--- src/rtl/decode_queue_pkg.sv ---
// Shared decode definitions: RV32I opcode constants, dispatch op codes and the
// packed decoded-entry layout used by the decoder and the decode queue.
package decode_queue_pkg;

  localparam int REG_W = 5;

  localparam logic [6:0] LUIOP    = 7'b0110111;
  localparam logic [6:0] AUIPCOP  = 7'b0010111;
  localparam logic [6:0] JALOP    = 7'b1101111;
  localparam logic [6:0] JALROP   = 7'b1100111;
  localparam logic [6:0] BRANCHOP = 7'b1100011;
  localparam logic [6:0] LOADOP   = 7'b0000011;
  localparam logic [6:0] STOREOP  = 7'b0100011;
  localparam logic [6:0] CALCIOP  = 7'b0010011;
  localparam logic [6:0] CALCOP   = 7'b0110011;

  // Op 0 is reserved for "no operation / unknown encoding".
  typedef enum logic [5:0] {
    OP_NONE = 6'd0,
    OP_LUI, OP_AUIPC, OP_JAL, OP_JALR,
    OP_BEQ, OP_BNE, OP_BLT, OP_BGE, OP_BLTU, OP_BGEU,
    OP_LB, OP_LH, OP_LW, OP_LBU, OP_LHU,
    OP_SB, OP_SH, OP_SW,
    OP_ADDI, OP_SLTI, OP_SLTIU, OP_XORI, OP_ORI, OP_ANDI,
    OP_SLLI, OP_SRLI, OP_SRAI,
    OP_ADD, OP_SUB, OP_SLL, OP_SLT, OP_SLTU, OP_XOR,
    OP_SRL, OP_SRA, OP_OR, OP_AND
  } op_e;

  typedef struct packed {
    op_e              op;
    logic [REG_W-1:0] rd;
    logic [REG_W-1:0] rs1;
    logic [REG_W-1:0] rs2;
    logic             r1;
    logic             r2;
    logic [31:0]      imm;
    logic             is_mem;
    logic             illegal;
  } dec_t;

  typedef struct packed {
    dec_t        dec;
    logic [31:0] pc;
    logic [31:0] btb_pc;
    logic        btb_predict;
  } entry_t;

endpackage

--- src/rtl/rv32i_decode_comb.sv ---
// Combinational RV32I decoder: instruction word in, zero-filled decoded entry out.
// DECODE_ILLEGAL_EN: illegal encodings become a flagged ADDI x0,x0,0 instead of op 0.
module rv32i_decode_comb
  import decode_queue_pkg::*;
(
  input  logic [31:0] inst_i,
  output dec_t        dec_o
);

  logic [6:0]       opcode;
  logic [2:0]       f3;
  logic [6:0]       f7;
  logic [REG_W-1:0] rd, rs1, rs2;
  logic [31:0]      imm_i, imm_s, imm_b, imm_u, imm_j, imm_sh;
  logic             bad;
  dec_t             d;

  assign opcode = inst_i[6:0];
  assign rd     = inst_i[11:7];
  assign f3     = inst_i[14:12];
  assign rs1    = inst_i[19:15];
  assign rs2    = inst_i[24:20];
  assign f7     = inst_i[31:25];

  assign imm_i  = {{20{inst_i[31]}}, inst_i[31:20]};
  assign imm_s  = {{20{inst_i[31]}}, inst_i[31:25], inst_i[11:7]};
  assign imm_b  = {{19{inst_i[31]}}, inst_i[31], inst_i[7], inst_i[30:25], inst_i[11:8], 1'b0};
  assign imm_u  = {inst_i[31:12], 12'h000};
  assign imm_j  = {{11{inst_i[31]}}, inst_i[31], inst_i[19:12], inst_i[20], inst_i[30:21], 1'b0};
  assign imm_sh = {27'd0, inst_i[24:20]};

  always_comb begin
    d   = '0;
    bad = 1'b0;
    case (opcode)
      LUIOP:   begin d.op = OP_LUI;   d.rd = rd; d.imm = imm_u; end
      AUIPCOP: begin d.op = OP_AUIPC; d.rd = rd; d.imm = imm_u; end
      JALOP:   begin d.op = OP_JAL;   d.rd = rd; d.imm = imm_j; end
      JALROP: begin
        d.op = OP_JALR; d.rd = rd; d.rs1 = rs1; d.r1 = 1'b1; d.imm = imm_i;
      end
      BRANCHOP: begin
        d.rs1 = rs1; d.rs2 = rs2; d.r1 = 1'b1; d.r2 = 1'b1; d.imm = imm_b;
        case (f3)
          3'd0:    d.op = OP_BEQ;
          3'd1:    d.op = OP_BNE;
          3'd4:    d.op = OP_BLT;
          3'd5:    d.op = OP_BGE;
          3'd6:    d.op = OP_BLTU;
          3'd7:    d.op = OP_BGEU;
          default: bad = 1'b1;
        endcase
      end
      LOADOP: begin
        d.rd = rd; d.rs1 = rs1; d.r1 = 1'b1; d.imm = imm_i; d.is_mem = 1'b1;
        case (f3)
          3'd0:    d.op = OP_LB;
          3'd1:    d.op = OP_LH;
          3'd2:    d.op = OP_LW;
          3'd4:    d.op = OP_LBU;
          3'd5:    d.op = OP_LHU;
          default: bad = 1'b1;
        endcase
      end
      STOREOP: begin
        d.rs1 = rs1; d.rs2 = rs2; d.r1 = 1'b1; d.r2 = 1'b1; d.imm = imm_s; d.is_mem = 1'b1;
        case (f3)
          3'd0:    d.op = OP_SB;
          3'd1:    d.op = OP_SH;
          3'd2:    d.op = OP_SW;
          default: bad = 1'b1;
        endcase
      end
      CALCIOP: begin
        d.rd = rd; d.rs1 = rs1; d.r1 = 1'b1; d.imm = imm_i;
        case (f3)
          3'd0: d.op = OP_ADDI;
          3'd2: d.op = OP_SLTI;
          3'd3: d.op = OP_SLTIU;
          3'd4: d.op = OP_XORI;
          3'd6: d.op = OP_ORI;
          3'd7: d.op = OP_ANDI;
          3'd1: begin
            d.op = OP_SLLI; d.imm = imm_sh;
            bad  = (f7 != 7'h00);
          end
          default: begin
            d.imm = imm_sh;
            if (f7 == 7'h00)      d.op = OP_SRLI;
            else if (f7 == 7'h20) d.op = OP_SRAI;
            else                  bad = 1'b1;
          end
        endcase
      end
      CALCOP: begin
        d.rd = rd; d.rs1 = rs1; d.rs2 = rs2; d.r1 = 1'b1; d.r2 = 1'b1;
        case ({f7, f3})
          {7'h00, 3'd0}: d.op = OP_ADD;
          {7'h20, 3'd0}: d.op = OP_SUB;
          {7'h00, 3'd1}: d.op = OP_SLL;
          {7'h00, 3'd2}: d.op = OP_SLT;
          {7'h00, 3'd3}: d.op = OP_SLTU;
          {7'h00, 3'd4}: d.op = OP_XOR;
          {7'h00, 3'd5}: d.op = OP_SRL;
          {7'h20, 3'd5}: d.op = OP_SRA;
          {7'h00, 3'd6}: d.op = OP_OR;
          {7'h00, 3'd7}: d.op = OP_AND;
          default:       bad = 1'b1;
        endcase
      end
      default: bad = 1'b1;
    endcase

    if (bad) begin
`ifdef DECODE_ILLEGAL_EN
      d         = '0;
      d.op      = OP_ADDI;
      d.illegal = 1'b1;
`else
      d = '0;
`endif
    end
  end

  assign dec_o = d;

endmodule

--- src/rtl/decode_queue.sv ---
// Decode stage FIFO between the IQ and dispatch, with per-unit dispatch release
// and single-cycle flush. DECODE_ILLEGAL_EN selects illegal-encoding flagging.
module decode_queue
  import decode_queue_pkg::*;
#(
  parameter  int DEPTH = 4,
  localparam int PTR_W = $clog2(DEPTH)
) (
  input  logic        clk_in,
  input  logic        rst_in,
  input  logic        rdy_in,
  input  logic        ROB_clear,
  input  logic        IQ_flag,
  input  logic [31:0] IQ_inst,
  input  logic [31:0] IQ_PC,
  input  logic [31:0] IQ_BTB_PC,
  input  logic        IQ_BTB_predict,
  output logic        Dec_flag,
  output logic        Dis_valid,
  output logic        Dis_fire,
  output logic [5:0]  Dis_op,
  output logic [4:0]  Dis_rd,
  output logic [4:0]  Dis_rs1,
  output logic [4:0]  Dis_rs2,
  output logic        Dis_R1,
  output logic        Dis_R2,
  output logic [31:0] Dis_imm,
  output logic [31:0] Dis_PC,
  output logic [31:0] Dis_BTB_PC,
  output logic        Dis_BTB_predict,
  output logic        Dis_is_mem,
  output logic        Dis_illegal,
  input  logic        RS_full,
  input  logic        LSB_full,
  input  logic        ROB_full
);

  localparam int CNT_W = PTR_W + 1;

  entry_t           mem_q [DEPTH];
  logic [PTR_W-1:0] head_q, head_d, tail_q, tail_d;
  logic [CNT_W-1:0] count_q, count_d;
  dec_t             dec_w;
  entry_t           head_e;
  logic             push, pop;

  rv32i_decode_comb u_dec (
    .inst_i (IQ_inst),
    .dec_o  (dec_w)
  );

  assign Dis_valid = (count_q != '0);
  assign head_e    = Dis_valid ? mem_q[head_q] : '0;

  // Reset is gated in here so both handshakes read 0 while it is held.
  assign pop  = rdy_in & ~rst_in & Dis_valid & ~ROB_clear & ~ROB_full
              & (head_e.dec.is_mem ? ~LSB_full : ~RS_full);
  assign push = rdy_in & ~rst_in & IQ_flag & ~ROB_clear
              & ((count_q < CNT_W'(DEPTH)) | pop);

  assign Dec_flag = push;
  assign Dis_fire = pop;

  always_comb begin
    head_d  = head_q;
    tail_d  = tail_q;
    count_d = count_q;
    if (ROB_clear) begin
      head_d  = '0;
      tail_d  = '0;
      count_d = '0;
    end else begin
      if (push) tail_d = tail_q + PTR_W'(1);
      if (pop)  head_d = head_q + PTR_W'(1);
      count_d = count_q + CNT_W'(push) - CNT_W'(pop);
    end
  end

  always_ff @(posedge clk_in) begin
    if (rst_in) begin
      head_q  <= '0;
      tail_q  <= '0;
      count_q <= '0;
    end else if (rdy_in) begin
      head_q  <= head_d;
      tail_q  <= tail_d;
      count_q <= count_d;
    end
  end

  always_ff @(posedge clk_in) begin
    if (push) mem_q[tail_q] <= '{dec: dec_w, pc: IQ_PC, btb_pc: IQ_BTB_PC, btb_predict: IQ_BTB_predict};
  end

  assign Dis_op          = head_e.dec.op;
  assign Dis_rd          = head_e.dec.rd;
  assign Dis_rs1         = head_e.dec.rs1;
  assign Dis_rs2         = head_e.dec.rs2;
  assign Dis_R1          = head_e.dec.r1;
  assign Dis_R2          = head_e.dec.r2;
  assign Dis_imm         = head_e.dec.imm;
  assign Dis_is_mem      = head_e.dec.is_mem;
  assign Dis_illegal     = head_e.dec.illegal;
  assign Dis_PC          = head_e.pc;
  assign Dis_BTB_PC      = head_e.btb_pc;
  assign Dis_BTB_predict = head_e.btb_predict;

endmodule

--- config.mk ---
export PLATFORM = sky130hd
export DESIGN_NAME = decode_queue
export DESIGN_NICKNAME = d
export VERILOG_FILES = /design/src/rtl/decode_queue_pkg.sv /design/src/rtl/rv32i_decode_comb.sv /design/src/rtl/decode_queue.sv
export SDC_FILE = /design/constraint.sdc
export NUM_CORES = 1
export LEC_CHECK = 0
export BUFFER_PORTS_ARGS = -buffer_cell sky130_fd_sc_hd__buf_2
export CAP_MARGIN = 40
export CELL_PAD_IN_SITES_DETAIL_PLACEMENT = 0
export CELL_PAD_IN_SITES_GLOBAL_PLACEMENT = 1
export CORE_MARGIN = 1.5
export CORE_UTILIZATION = 50
export DETAILED_ROUTE_END_ITERATION = 7
export PLACE_DENSITY_LB_ADDON = 0.25
export SKIP_CTS_REPAIR_TIMING = 1
export SYNTH_ARGS = -nofsm -noshare
export SYNTH_HDL_FRONTEND = slang
export SYNTH_SLANG_ARGS = --single-unit
--- constraint.sdc ---
create_clock -name clk_in -period 6.3 [get_ports clk_in]
set_input_delay 1.26 -clock clk_in [delete_from_list [all_inputs] [get_ports clk_in]]
set_output_delay 1.26 -clock clk_in [all_outputs]
set_load 0.05 [all_outputs]
# Yosys cells after proc, flatten, opt, wreduce, memory -nomap -nowiden
# Memory sizes are Yosys's and may differ from the RTL's. A register that Yosys moved wholly into a read port is not among the register bits.
# Cells that the tools add are included.
# word_totals
input_bits	105
ramBits	488
regBits	7
out_inout_bits	125
memories	1
# classes
mux	36
bitwise_logic	14
magnitude_cmp	1
eq_ne	26
reduce_logical	21
add_sub_neg	4
# mem_list
memory	words	word_bits	read_ports	rd_ports_with_merged_regs	write_ports	line_no	source
mem_q	4	122	1	1	1	decode_queue.sv:40	entry_t mem_q [DEPTH];
# op_table
operator	n
case mux 32 bit (6 select lines)	1
two-way mux 122 bit	1
case mux 6 bit (10 select lines)	1
two-way mux 57 bit	1
case mux 6 bit (9 select lines)	1
case mux 6 bit (7 select lines)	1
== test 10 x 3 -> 1 bit (second input constant)	4
two-way mux 32 bit	1
== test 7 x 6 -> 1 bit (second input constant)	4
two-way mux 5 bit	5
case mux 4 bit (6 select lines)	1
== test 7 bit (second input constant)	3
== test 10 x 2 -> 1 bit (second input constant)	2
== test 10 x 9 -> 1 bit (second input constant)	2
case mux 4 bit (5 select lines)	1
OR reduction 6 bit	3
case mux 5 bit (3 select lines)	1
== test 7 x 5 -> 1 bit (second input constant)	2
== test 3 bit (second input constant)	4
two-way mux 1 bit	12
two-way mux 2 bit	6
== test 10 x 1 -> 1 bit (second input constant)	1
zero test 10 bit	1
OR reduction 10 bit	1
24 further kinds	42

# Depth between registers and ports, before layout
# Gate-level depths: netlist of the first run.
# logic_depth
depth_word	11
mapped_depth	15

# Modules after synthesis
# A second synthesis of the first run with hierarchy kept.
# hier_totals
hier_cells	1111
area_unflattened_um2	20409.6
# modules_own_cells
module	n_inst	seq_area_each_um2	area_per_inst_um2	cells_per_inst
decode_queue	1	14834.2	18970.7	850
rv32i_decode_comb	1	0.0	1438.9	261

# Worst setup path after synthesis of the first run
# Ideal clock, no wire load.
# synth_timing
path_kind	in2reg
startpoint	input ROB_clear
endpoint	memory mem_q[1][0] in the netlist's numbering (enable)
n_path_buf	1
arrival_time_ns	4.943
cell_stages	6
setup_ns	0.494
slack_ns	0.863
required_ns	5.806
path_cell_list	clkbuf_1 nor3_1 nand2_1 a21o_1 inv_2 and2_1
# synth_between
elab_chain_cells	8
word_cells_on_any_way	9
cone_classes	mux: 2; bitwise: 7
# synth_rtl
element	line_no	source
start, declared	decode_queue.sv:12	input logic ROB_clear,
inverter 1 bit (*)	decode_queue.sv:56, decode_queue.sv:58	
bitwise AND 1 bit (2 in a row)	decode_queue.sv:56	assign pop = rdy_in & ~rst_in & Dis_valid & ~ROB_clear & ~ROB_full
bitwise AND 1 bit	decode_queue.sv:57	& (head_e.dec.is_mem ? ~LSB_full : ~RS_full);
OR 1 bit	decode_queue.sv:59	& ((count_q < CNT_W'(DEPTH)) | pop);
bitwise AND 1 bit (*)	decode_queue.sv:59	
via Dec_flag	decode_queue.sv:18	output logic Dec_flag,
two-way mux 1 bit (*)	decode_queue.sv:92	if (push) mem_q[tail_q] <= '{dec: dec_w, pc: IQ_PC, btb_pc: IQ_BTB_PC, btb_predict: IQ_BTB_predict};
two-way mux 1 bit (not written as such) (*)	decode_queue.sv:92	
end, declared	decode_queue.sv:40	
# The timed path passes the listed nets; every way through them passes the cells marked *.

==> parameters.txt, run 1 <==
Parameter                              Value

Drt
  Average via count per standard cell ... 5.75
  Final ANT Viol Nets ... 0
  Violation count after the first detailed-routing iteration ... 760
  DR DRC count ... 0
  Total Routed Length ... 44.3 mm
  Via count ... 10,786
  DR pass1 iterations ... 5
  Wire length per cell ... 23.6 microns

Timing
  Skew final ... 0.0111 ns
  Setup repair after global routing missed its margin ... no
  Sum of negative setup slack ... 0 ns
  Number of slew-limit violations in the final report ... 0
  Tightest Pin Transition ... 0.866 ns
  Post-layout min period ... 4.22 ns
  Maximum clock rate ... 237 MHz
  Final setup violation count ... 0
  Minimum hold slack ... 0.475 ns
  Final worst path period share ... 67.0%
  Hold Violations, Final ... 0
  Slew HR ... 42.3%

Global route
  Pin count of the biggest net entering global routing ... 97
  Vias in the first global route ... 10,974
  Final global-route overflow total ... 0
  Number of antenna violations at the first check in global routing ... 0
  Wire length of the first global-routing pass ... 66.9 mm
  GR Util All Layers ... 21.6%

Floorplanning
  Die area ... 41,600 sq um
  Floorplan Core Area ... 39,800 sq um
  Die Y ... 204 microns
  FP Rows ... 73
  Die width ... 204 microns
  Starting Density ... 50.7%
  Boundary pin count ... 230

Synthesis
  Number of synthesized register bits ... 493
  Cell with the most instances after synthesis ... sky130_fd_sc_hd__edfxtp_1
  Synth Area per Inst ... 18.6 sq um
  Mapped Cells ... 1,086
  Register area share after synthesis ... 72.8%
  Total standard cell area after synthesis ... 20,200 sq um
  Fraction of synthesized cell area taken by the top area cell type ... 71.9%
  FFs w/ async S/R, synth ... 0%
  Area contributors post-synth ... sky130_fd_sc_hd__edfxtp_1 72%, sky130_fd_sc_hd__mux4_2 13%, sky130_fd_sc_hd__and2_1 3.9%
  Warning count from the yosys run ... 0
  Cell taking the most area after synthesis ... sky130_fd_sc_hd__edfxtp_1
  Syn_nets ... 1,198
  Dominant synthesized flop cell ... sky130_fd_sc_hd__edfxtp_1
  Top post-synthesis cells by count ... 484 x sky130_fd_sc_hd__edfxtp_1, 127 x sky130_fd_sc_hd__and2_1, 121 x sky130_fd_sc_hd__mux4_2
  EDFF count, synth ... 484
  Cell variety after synth ... 65

Layout
  Antenna cells ... 0
  Sequential cell area ... 14,700 sq um
  Number of nets at the end of the flow ... 1,423
  Proportion of layout cells with a drive suffix above 1 ... 33.6%
  Filler Cell Count ... 3,058
  Area growth, synth to finish ... 16.9%
  Multi-input logic area ... 5080 sq um
  Final cell count without fillers ... 1,875

Clocking
  TritonCTS sink count ... 493
  Worst-case clock buffer depth ... 3
  Library cell used as clock root buffer ... sky130_fd_sc_hd__clkbuf_16
  Level count of the clock H-tree ... 2
  Later-pin clock latency in the skew report ... 0.58 ns
  CTS tree ... done
  Clock slew at the register clock pins of the worst setup and hold paths ... 0.06 ns
  CTS Buf Count ... 50

Flow run
  Max_cap viols ... 0

Worst setup path
  Worst Setup Start Kind ... flop
  Critical path endpoint category ... primary output
  Category of the critical setup timing path ... flop to primary output
  CP Max Fanout ... 25
  Critical Path RT ... 5.04 ns
  Arrival time worst endpoint ... 2.96 ns

Pwr
  Static power due to leakage ... 8.08 nW
  Switching pwr ... 1.31 mW
  Part of the power in registers ... 53.4%
  Internal Power ... 5.42 mW
  Net switching share of the total power ... 19.5%
  Max rail drop VDD ... 224 uV
  Share of total power in combinational logic ... 2.8%
  Fraction of power consumed by the clock network ... 43.9%
  Power density relative to cell area ... 285 nW/um^2

Worst hold path
  Worst min-delay path category ... flop to flop

Place
  Cell Count Post-Placement ... 1,784
  Global placer's final weighted congestion ... 0.918
  HPWL after detailed placement ... 27.1 mm
  Total of buffers placed on input and output ports ... 228

Status
  Outcome ... finished clean
==> kinds of logic after synthesis <==
family          count (synthesis)  synth area share (%)
simple gates                  272                  7.66
buf+inv                       101                  2.11
other cells                     1                0.0186
flops                         493                  72.8
compound gates                 83                  3.04
fa+ha+maj                       7                 0.471
xor+xnor                        3                 0.130
mux                           126                  13.7
==> power by group through the flow <==
stage	sequential (mW)	clock [mW]	combinational (mW)
finish	3.60	2.96	0.186
global route	3.59	3.13	0.201
CTS	3.60	3.01	0.185
detailed placement	3.66	0	0.185
global placement	3.66	0	0.180
floorplan	3.67	0	0.0895
==> critical path: stages, from the launching register on <==
cell and delay, ns:
sky130_fd_sc_hd__dfxtp_4 0.57, sky130_fd_sc_hd__buf_12 0.28, sky130_fd_sc_hd__mux4_2 0.60, sky130_fd_sc_hd__mux2i_1 0.20
sky130_fd_sc_hd__nand2b_1 0.11, sky130_fd_sc_hd__a21o_1 0.21, sky130_fd_sc_hd__inv_2 0.12, sky130_fd_sc_hd__buf_2 0.29
==> layout make-up <==
class / instances / area share [%]
clock buffer: 66 / 5.82
clock inverter: 25 / 1.15
inverter: 30 / 0.477
multi-input combinational: 492 / 21.5
sequential: 493 / 62.3
tap: 525 / 2.78
timing repair buffer: 244 / 5.90
==> cell usage in the layout, fill, tap and decap left out, types with 9 or more instances in the layout <==
cell	instances
sky130_fd_sc_hd__edfxtp_1	484
sky130_fd_sc_hd__buf_2	228
sky130_fd_sc_hd__and2_1	123
sky130_fd_sc_hd__mux4_2	121
sky130_fd_sc_hd__clkbuf_16	53
sky130_fd_sc_hd__nor3_1	44
sky130_fd_sc_hd__inv_1	29
sky130_fd_sc_hd__nand2_1	29
sky130_fd_sc_hd__nor2_1	21
sky130_fd_sc_hd__a211oi_1	17
sky130_fd_sc_hd__a22oi_1	14
sky130_fd_sc_hd__clkbuf_1	13
sky130_fd_sc_hd__nand3_1	11
sky130_fd_sc_hd__clkinv_1	11
sky130_fd_sc_hd__o21ai_0	10
sky130_fd_sc_hd__buf_12	10
sky130_fd_sc_hd__a21oi_1	9
==> metal layers <==
layer  share of wire (%)  GRT usage, %  vias up  routed length [microns]
met5                   0             0        -                        0
met4                 2.1          5.57        0                      921
met3                 6.7          4.53       63                     2980
met2                  48          34.5      378                    21400
met1                  43          30.8     5544                    18900
li1                    -             -     4801                        -
==> through the flow <==
stage               total power, mW  area (sq um)  utilization (%)  setup slack (ns)
global placement               3.84         21900             54.9              1.90
global route                   6.93         23600             59.3              1.90
floorplan                      3.76         20200                -             0.863
finish                         6.74         23600             59.3              2.08
CTS                            6.79         23600             59.3              2.00
detailed placement             3.85         22000             55.2              2.27
==> state kept, by name, summed over array words and instances, names as in the netlist, named ones only <==
signal	count
mem_q	484
count_q	3
head_q	2
tail_q	2
==> final timing paths <==
| check | startpoint | endpoint | slack [ns] | cells past startpoint |
|---|---|---|---|---|
| worst min register to register | count_q[0] | count_q[0] | 0.48 | 2 |
| worst max-delay path | flop | Dec_flag | 2.08 | 7 |
| worst min-delay path | count_q[0] | count_q[0] | 0.48 | 2 |
| worst max register to register | flop | mem_q[2][115] | 2.57 | 8 |
No activity file was read; power rests on OpenSTA's default activity.
==> inputs of run 2 (changes only) <==
clock period = 4.2 ns   (was 6.3 ns; I/O delays follow)
==> parameters.txt, run 2 (synthesis results as in run 1) <==
Parameter                              Value

Worst setup path
  Cell family with most CP delay ... buffers and inverters
  Worst flop-to-flop path startpoint ... count_q[2]
  Critical path endpoint category ... primary output
  Capture instance of the worst register-to-register path ... count_q[2]
  Category of the critical setup timing path ... flop to primary output
  Critical Path RT ... 3.36 ns
  Max stage delay cell, worst path ... sky130_fd_sc_hd__buf_12
  Arrival time worst endpoint ... 2.81 ns
  Number of cells on the worst reg-to-reg path ... 12
  Maximum cell stage delay along the critical path ... 0.76 ns
  CP Max Fanout ... 120
  Buffers & Inverters on Critical Path ... 2
  Worst Setup Start Kind ... flop
  Worst-case register-to-register setup slack ... 1.12 ns
  Worst-path cell chain ... buf_12, mux4_2, and2_1, buf_2

Layout
  Register with the most flip-flops ... mem_q
  Filler Cell Count ... 3,078
  Area growth, synth to finish ... 16.7%
  Number of nets at the end of the flow ... 1,432
  Commonest cells after routing, fill and taps aside ... 484 x sky130_fd_sc_hd__edfxtp_1, 228 x sky130_fd_sc_hd__buf_2, 123 x sky130_fd_sc_hd__and2_1
  Most frequent standard cell in the layout excluding fill and tap cells ... sky130_fd_sc_hd__edfxtp_1
  Proportion of layout cells with a drive suffix above 1 ... 33.8%
  Antenna cells ... 0
  Largest register FFs ... 484
  Multi-input logic area ... 5090 sq um
  Sequential cell area ... 14,700 sq um
  Registers with the most flip-flops ... mem_q x484, count_q x3

Pwr
  Power density relative to cell area ... 420 nW/um^2
  Static power due to leakage ... 8.08 nW
  Max rail drop VDD ... 374 uV

Timing
  Setup repair after global routing missed its margin ... no
  Tightest Pin Transition ... 1.03 ns
  Post-layout min period ... 3.65 ns
  Maximum clock rate ... 274 MHz
  Sum of negative setup slack ... 0 ns
  Final setup violation count ... 0
  Hold Violations, Final ... 0
  Slew HR ... 31.3%
  Final WS setup ... 0.549 ns
  Skew final ... 0.0177 ns
  Final worst path period share ... 86.9%
  Number of slew-limit violations in the final report ... 0

Clocking
  Later-pin clock latency in the skew report ... 0.58 ns
  Worst-case clock buffer depth ... 3
  TritonCTS sink count ... 493
  CTS Buf Count ... 50
  Library cell used as clock root buffer ... sky130_fd_sc_hd__clkbuf_16
  Level count of the clock H-tree ... 2
  CTS tree ... done
  Clock slew at the register clock pins of the worst setup and hold paths ... 0.06 ns

Drt
  DR DRC count ... 0
  Total Routed Length ... 43.7 mm
  Final ANT Viol Nets ... 0
  Wire length per cell ... 23.2 microns
  DR pass1 iterations ... 5
  Average via count per standard cell ... 5.75
  Violation count after the first detailed-routing iteration ... 841
  Via count ... 10,840

Floorplanning
  Starting Density ... 50.7%
  Die width ... 204 microns
  FP Rows ... 73
  Die Y ... 204 microns
  Die area ... 41,600 sq um
  Boundary pin count ... 230
  Floorplan Core Area ... 39,800 sq um

Global route
  Final global-route overflow total ... 0
  GR Util All Layers ... 21.3%
  Wire length of the first global-routing pass ... 65.8 mm
  Number of antenna violations at the first check in global routing ... 0
  Pin count of the biggest net entering global routing ... 122
  Vias in the first global route ... 11,185

Status
  Outcome ... finished clean

Worst hold path
  Worst hold stages ... 1
  End point of the worst hold path ... mem_q[3][31]
  Source of the worst hold timing path ... IQ_BTB_PC[30]
  Worst min-delay path category ... primary input to flop

Place
  Global placer's final weighted congestion ... 0.890
  Total of buffers placed on input and output ports ... 228
  HPWL after detailed placement ... 25.6 mm
  Pre-CTS setup slack ... 0.893 ns

Flow run
  Max_cap viols ... 0
run 2: layout make-up:
type | instances | share of cell area, %
Multi-Input combinational cell | 492 | 21.6
Inverter | 30 | 0.478
Sequential cell | 493 | 62.4
Clock inverter | 30 | 1.02
Clock buffer | 63 | 5.60
Timing Repair Buffer | 253 | 6.09
Tap cell | 525 | 2.79
run 2: worst register-to-register path, delay by kind of cell, from the launching register on:
family	cells	cell delay, ns
and+or+nand+nor	4	1.14
DFF	1	0.43
buffers and inverters	2	0.10
xor gates and xnor gates	1	0.19
AOI/OAI and AO/OA	1	0.11
adders and majority gates	3	0.79
muxes	1	0.20
run 2: per-stage QoR:
step	total power, mW	std cells	hold slack (ns)	utilization (%)	cell area (sq um)
5_1_grt	10.2	1886	0.446	59.2	23600
2_1_floorplan	5.63	1086	0.441	-	20200
4_1_cts	10.0	1886	0.438	59.2	23600
6_report	9.89	1886	0.483	59.2	23600
3_5_place_dp	5.77	1793	0.476	55.3	22000
3_3_place_gp	5.77	1792	0.500	55.2	22000
run 2: worst max-delay path by stage:
| stage | startpoint | endpoint | depth (start not counted) |
|---|---|---|---|
| 6_report | flop | Dis_op[4] | 4 |
| 5_1_grt | flop | Dis_op[4] | 4 |
| 3_5_place_dp | rdy_in | count_q[2] | 14 |
| 3_3_place_gp | IQ_inst[6] | mem_q[0][68] | 7 |
| 2_1_floorplan | ROB_clear | mem_q[0][0] | 6 |
| 4_1_cts | flop | Dis_rs2[0] | 4 |
run 2: per-layer routing:
layer  share of wire [%]  vias to the layer above  GRT usage, %
met5                   0                        -             0
met4                 1.5                        0          4.88
met3                 6.3                       47          4.67
met2                  49                      343          35.2
met1                  43                     5635          29.3
li1                    -                     4815             -
run 2: report_power, final:
group | internal [mW] | switching [mW] | total [mW]
Combinational | 0.0893 | 0.191 | 0.280
Sequential | 5.39 | 0.00448 | 5.39
Clock | 2.47 | 1.75 | 4.22
